### src/rtl/game_manager.sv
// Session controller: menu -> start -> play -> game-over sequencing, per-game
// reset/key gating, registered colour mux and score bookkeeping.
module game_manager #(
  parameter int NUM_GAMES        = 3,
  parameter int OVER_HOLD_FRAMES = 180,
  parameter int START_FRAMES     = 2,
  parameter logic [7:0] KEY_UP    = 8'h1D,
  parameter logic [7:0] KEY_DOWN  = 8'h1B,
  parameter logic [7:0] KEY_ENTER = 8'h5A,
  parameter logic [7:0] KEY_ESC   = 8'h76
) (
  input  logic                      clk2,
  input  logic                      rst,
  input  logic                      VS,
  input  logic [7:0]                keyboard,
  input  logic                      valid,
  input  logic [11:0]               menu_rgb,
  input  logic [12*NUM_GAMES-1:0]   game_rgb,
  input  logic [NUM_GAMES-1:0]      game_over_in,
  input  logic [14*NUM_GAMES-1:0]   score_in,
  output logic [NUM_GAMES-1:0]      game_rst,
  output logic [NUM_GAMES-1:0]      game_valid,
  output logic [3:0]                red,
  output logic [3:0]                green,
  output logic [3:0]                blue,
  output logic [1:0]                cursor,
  output logic [1:0]                state,
  output logic [13:0]               last_score,
  output logic [14*NUM_GAMES-1:0]   high_score
);

  typedef enum logic [1:0] {
    ST_MENU  = 2'd0,
    ST_START = 2'd1,
    ST_PLAY  = 2'd2,
    ST_OVER  = 2'd3
  } state_t;

  localparam logic [1:0] LAST_IDX   = 2'(NUM_GAMES - 1);
  localparam logic [7:0] START_LAST = 8'(START_FRAMES - 1);
  localparam logic [7:0] OVER_LAST  = 8'(OVER_HOLD_FRAMES - 1);

  state_t                    state_q, state_d;
  logic [2:0]                vs_sr_q, vs_sr_d;
  logic [1:0]                cursor_q, cursor_d;
  logic [1:0]                active_q, active_d;
  logic [7:0]                cnt_q, cnt_d;
  logic [NUM_GAMES-1:0]      game_rst_q, game_rst_d;
  logic [11:0]               rgb_q, rgb_d;
  logic [13:0]               last_score_q, last_score_d;
  logic [14*NUM_GAMES-1:0]   high_score_q, high_score_d;

  logic        tick;
  logic        key_up, key_down, key_enter, key_esc;
  logic [13:0] act_score;
  logic [13:0] act_high;
  logic [11:0] act_rgb;
  logic        in_game;

  // One tick per falling VS edge, seen through the synchroniser history.
  assign tick      = (vs_sr_q[2:1] == 2'b10);
  assign key_up    = valid && (keyboard == KEY_UP);
  assign key_down  = valid && (keyboard == KEY_DOWN);
  assign key_enter = valid && (keyboard == KEY_ENTER);
  assign key_esc   = valid && (keyboard == KEY_ESC);
  assign in_game   = (state_q == ST_PLAY) || (state_q == ST_OVER);

  assign act_score = score_in[int'(active_q)*14 +: 14];
  assign act_high  = high_score_q[int'(active_q)*14 +: 14];
  assign act_rgb   = game_rgb[int'(active_q)*12 +: 12];

  always_comb begin
    state_d      = state_q;
    vs_sr_d      = {vs_sr_q[1:0], VS};
    cursor_d     = cursor_q;
    active_d     = active_q;
    cnt_d        = cnt_q;
    last_score_d = last_score_q;
    high_score_d = high_score_q;
    case (state_q)
      ST_MENU: begin
        if (key_up) begin
          cursor_d = (cursor_q == 2'd0) ? LAST_IDX : cursor_q - 2'd1;
        end else if (key_down) begin
          cursor_d = (cursor_q == LAST_IDX) ? 2'd0 : cursor_q + 2'd1;
        end else if (key_enter) begin
          active_d = cursor_q;
          cnt_d    = 8'd0;
          state_d  = ST_START;
        end
      end
      ST_START: begin
        if (tick) begin
          cnt_d = cnt_q + 8'd1;
          if (cnt_q == START_LAST) state_d = ST_PLAY;
        end
      end
      ST_PLAY: begin
        // game_over takes priority over an ESC in the same cycle
        if (game_over_in[active_q]) begin
          last_score_d = act_score;
          if (act_score > act_high) high_score_d[int'(active_q)*14 +: 14] = act_score;
          cnt_d   = 8'd0;
          state_d = ST_OVER;
        end else if (key_esc) begin
          state_d = ST_MENU;
        end
      end
      ST_OVER: begin
        if (tick) cnt_d = cnt_q + 8'd1;
        if (key_enter || (tick && cnt_q == OVER_LAST)) state_d = ST_MENU;
      end
      default: state_d = ST_MENU;
    endcase
  end

  always_comb begin
    game_rst_d = '1;
    game_valid = '0;
    for (int g = 0; g < NUM_GAMES; g++) begin
      if (g == int'(active_q) && in_game) game_rst_d[g] = 1'b0;
      game_valid[g] = valid && (g == int'(active_q)) && (state_q == ST_PLAY)
                      && (keyboard != KEY_ESC);
    end
    rgb_d = in_game ? act_rgb : menu_rgb;
  end

  always_ff @(posedge clk2) begin
    if (rst) begin
      state_q      <= ST_MENU;
      vs_sr_q      <= 3'b000;
      cursor_q     <= 2'd0;
      active_q     <= 2'd0;
      cnt_q        <= 8'd0;
      game_rst_q   <= '1;
      rgb_q        <= 12'd0;
      last_score_q <= 14'd0;
      high_score_q <= '0;
    end else begin
      state_q      <= state_d;
      vs_sr_q      <= vs_sr_d;
      cursor_q     <= cursor_d;
      active_q     <= active_d;
      cnt_q        <= cnt_d;
      game_rst_q   <= game_rst_d;
      rgb_q        <= rgb_d;
      last_score_q <= last_score_d;
      high_score_q <= high_score_d;
    end
  end

  assign state      = state_q;
  assign cursor     = cursor_q;
  assign game_rst   = game_rst_q;
  assign red        = rgb_q[11:8];
  assign green      = rgb_q[7:4];
  assign blue       = rgb_q[3:0];
  assign last_score = last_score_q;
  assign high_score = high_score_q;

endmodule

### config.mk
export PLATFORM = sky130hd
export DESIGN_NAME = game_manager
export DESIGN_NICKNAME = d
export VERILOG_FILES = /design/src/rtl/game_manager.sv
export SDC_FILE = /design/constraint.sdc
export NUM_CORES = 1
export LEC_CHECK = 0
export ABC_AREA = 0
export ABC_CLOCK_PERIOD_IN_PS = 9950
export CORE_MARGIN = 4
export CORE_UTILIZATION = 49
export DETAILED_ROUTE_END_ITERATION = 7
export PLACE_DENSITY_LB_ADDON = 0.12
export SETUP_SLACK_MARGIN = 0.5
export SLEW_MARGIN = 5
export SYNTH_ARGS = -nofsm -noshare
export SYNTH_HDL_FRONTEND = slang
export SYNTH_SLANG_ARGS = --single-unit
### constraint.sdc
create_clock -name clk2 -period 9.95 [get_ports clk2]
set_input_delay 0.995 -clock clk2 [delete_from_list [all_inputs] [get_ports clk2]]
set_output_delay 0.995 -clock clk2 [all_outputs]
set_load 0.005 [all_outputs]
==> flow_summary.json <==
{
  "worstPathRequired_ns": 10.27,
  "dr.pass1.iters": 5,
  "total_power_uw": 718,
  "cts_tree": "built",
  "avgViaCountPerCell": 5.95,
  "netlist_instances": 614,
  "track_usage_pct": 27.4,
  "synth_edf_count": 0,
  "drc": 0,
  "finalCritPeriodShare_pct": 47.7,
  "path_buf_inv": 2,
  "pwr-share-seq_pct": 49.6,
  "internal-power_uw": 531,
  "wirelength_mm": 17.5,
  "cp.depth": 12,
  "antenna_cells": 0,
  "ys_types": 58,
  "cts-root-buf": "clkbuf_8",
  "post-synth-top-area-fraction_pct": 33.9,
  "critPathSlowestCell": "nor3_1",
  "power_density_mw_per_mm2": 99.3,
  "clk_path_buf_depth": 2,
  "nFillCells": 861,
  "grt.overflow.total": 0,
  "post_cts_buffers": 0,
  "fin_nets": 898,
  "maxSlewViolCount": 0,
  "routabilityCongestion": 0.940,
  "postSynthAreaPerCell_um2": 8.47,
  "crit_start": "active_q[0]$_SDFFE_PP0P_",
  "final_util_pct": 70.0,
  "critPathMostFrequentCell": "buf_4",
  "grt_pass1_vias": 5380,
  "worstHoldPathCells": 1,
  "criticalPathCategory": "flip-flop to flip-flop",
  "cpPeakStageDelay_ns": 1.01,
  "rsz0062_at_grt": "no",
  "p_comb_share_pct": 13.1,
  "grt_max_degree": 55,
  "holdCritPathClass": "flip-flop to flip-flop",
  "antenna_found_initial": 0,
  "routed-via-count": 5422,
  "reg2reg_depth": 12,
  "tightest_slew_ns": 1.25,
  "clock_latency_ns": 0.37,
  "power.share.switching_pct": 26.1,
  "cts_inserted_buffers": 9,
  "ctsResizeCount": 0,
  "crit_path_max_fanout": 54,
  "cp.arrival_ns": 5.06,
  "maxSlewHeadroom_pct": 15.8,
  "die_w_um": 111,
  "hold_start": "vs_sr_q[0]$_SDFF_PP0_",
  "p_sw_uw": 187,
  "pre_cts_ws_ns": 5.36,
  "portBuffers": 182,
  "hold_ws_ns": 0.462,
  "routedWlPerCell_um": 19.2,
  "fin_skew_ns": 0.0130,
  "dieArea_mm2": 0.0123,
  "yosysMostFrequentCell": "dfxtp_1",
  "maxCapViolations": 0,
  "core_area_mm2": 0.0103,
  "io_pins": 183,
  "yosys_warnings": 0,
  "ys_top_cells_by_count": "dfxtp_1, nor2_1, nand2_1",
  "hold_violations": 0,
  "synth_seq_cells": 88,
  "ys.flop_type": "dfxtp_1",
  "critPathTopFamily": "simple AND/OR/NAND/NOR gates",
  "worst_slack_ns": 5.21,
  "grt_pass1_wl_mm": 27.8,
  "status": "finished clean",
  "die_h_um": 111,
  "yosysTopAreaCell": "dfxtp_1",
  "start_util_pct": 50.4,
  "multi_input_area_mm2": 0.00318,
  "ys_seq_area_share_pct": 33.9,
  "htreeDepth": 3,
  "peakVddDrop_v": 0.0000649,
  "min_period_ns": 4.74,
  "max_freq_mhz": 211,
  "holdBufCountCts": 0,
  "setup_viol_count_final": 0,
  "clk_pin_slew_worst_paths_ns": 0.10,
  "async_flop_share_pct": 0,
  "leakage_nw": 2.51,
  "cts_sinks": 88,
  "setup_tns_ns": 0,
  "r2r-start": "active_q[0]$_SDFFE_PP0P_",
  "regArea_mm2": 0.00176,
  "hpwlAfterDp_mm": 13.3,
  "area.growth.synth_to_final_pct": 39.0,
  "first_iter_violations": 374,
  "clkPwrFrac_pct": 37.4,
  "drive_above_1_share_pct": 7.23,
  "rows": 37,
  "ant_nets": 0,
  "synth_fp_nets": 742,
  "cp-end-kind": "flip-flop",
  "syn_area_mm2": 0.00520,
  "startpoint_type": "flip-flop",
  "worstPathCellList": "buf_4 > and2b_1 > buf_4 > nand2_1 > o21ai_0 > ha_1 > nand3_1 > nor3_2 > o31ai_1 > and3_1 > nor3_1 > a32o_1",
  "synthTopCellsByArea": "dfxtp_1, nor2_1, mux2i_1, ha_1, a22o_1"
}
[per-layer routing]
layer  share of wire, %  up-vias  global-route usage, %
met5                  0        -                      0
met4                3.7        0                   12.1
met3                7.3       48                   5.29
met2                 49      276                   48.4
met1                 40     2523                   32.2
li1                   -     2575                      -
[worst paths after layout]
path / end / slack (ns)
max: high_score[28]$_SDFFE_PP0P_ / 5.21
min: vs_sr_q[1]$_SDFF_PP0_ / 0.46
max reg2reg: high_score[28]$_SDFFE_PP0P_ / 5.21
min reg2reg: vs_sr_q[1]$_SDFF_PP0_ / 0.46
[cell families (layout without fill, tap and decap cells)]
kind of cell	after synthesis	after routing	synth area share, %
simple gates	226	226	20.3
compound gates	165	165	23.6
flops	88	88	33.9
buf+inv	55	216	4.86
mux	51	51	10.8
fa+ha+maj	23	23	5.54
xor+xnor	6	6	1.01
[per-stage QoR]
stage / std cells / cell area [um2]
floorplan: 614 / 5200
global placement: 895 / 7020
detailed placement: 895 / 7020
CTS: 911 / 7230
global route: 911 / 7230
finish: 911 / 7230
[sequential cells by signal (all words and copies together), names as in the netlist]
signal      flops
active_q        2
cnt_q           8
cursor          2
game_rst        3
high_score     42
last_score     14
rgb_q          12
state           2
vs_sr_q         3
[layout by cell type, fill, tap and decap left out, types with 7 or more instances in the layout]
master and count:
a221oi_1 13, mux2_2 20, clkdlybuf4s50_1 181, clkbuf_8 9, nor3_1 33, ha_1 23, a21oi_1 39, o21ai_0 27
dfxtp_1 87, nor2b_1 9, inv_1 12, nor2_1 86, a32o_1 9, mux2i_1 29, nand3_1 12, nand2_1 47
a211oi_1 7, a22o_1 32
[cell type report]
type                    instances  area share, %
multi-input cells             471           44.1
repair buffers                188           25.8
flip-flops and latches         88           24.4
well taps                     136           2.35
clock buffers                  10           1.77
clock inverters                 6           1.04
inverters                      12          0.623
[power by group through the flow]
stage                     combinational [mW]  clock [mW]  sequential [mW]
final                                 0.0937       0.268            0.356
after global routing                   0.100       0.285            0.356
after CTS                             0.0931       0.270            0.356
after detailed placement              0.0924           0            0.364
after global placement                0.0915           0            0.364
after floorplan                       0.0331           0            0.364
No activity file was read; power rests on OpenSTA's default activity.
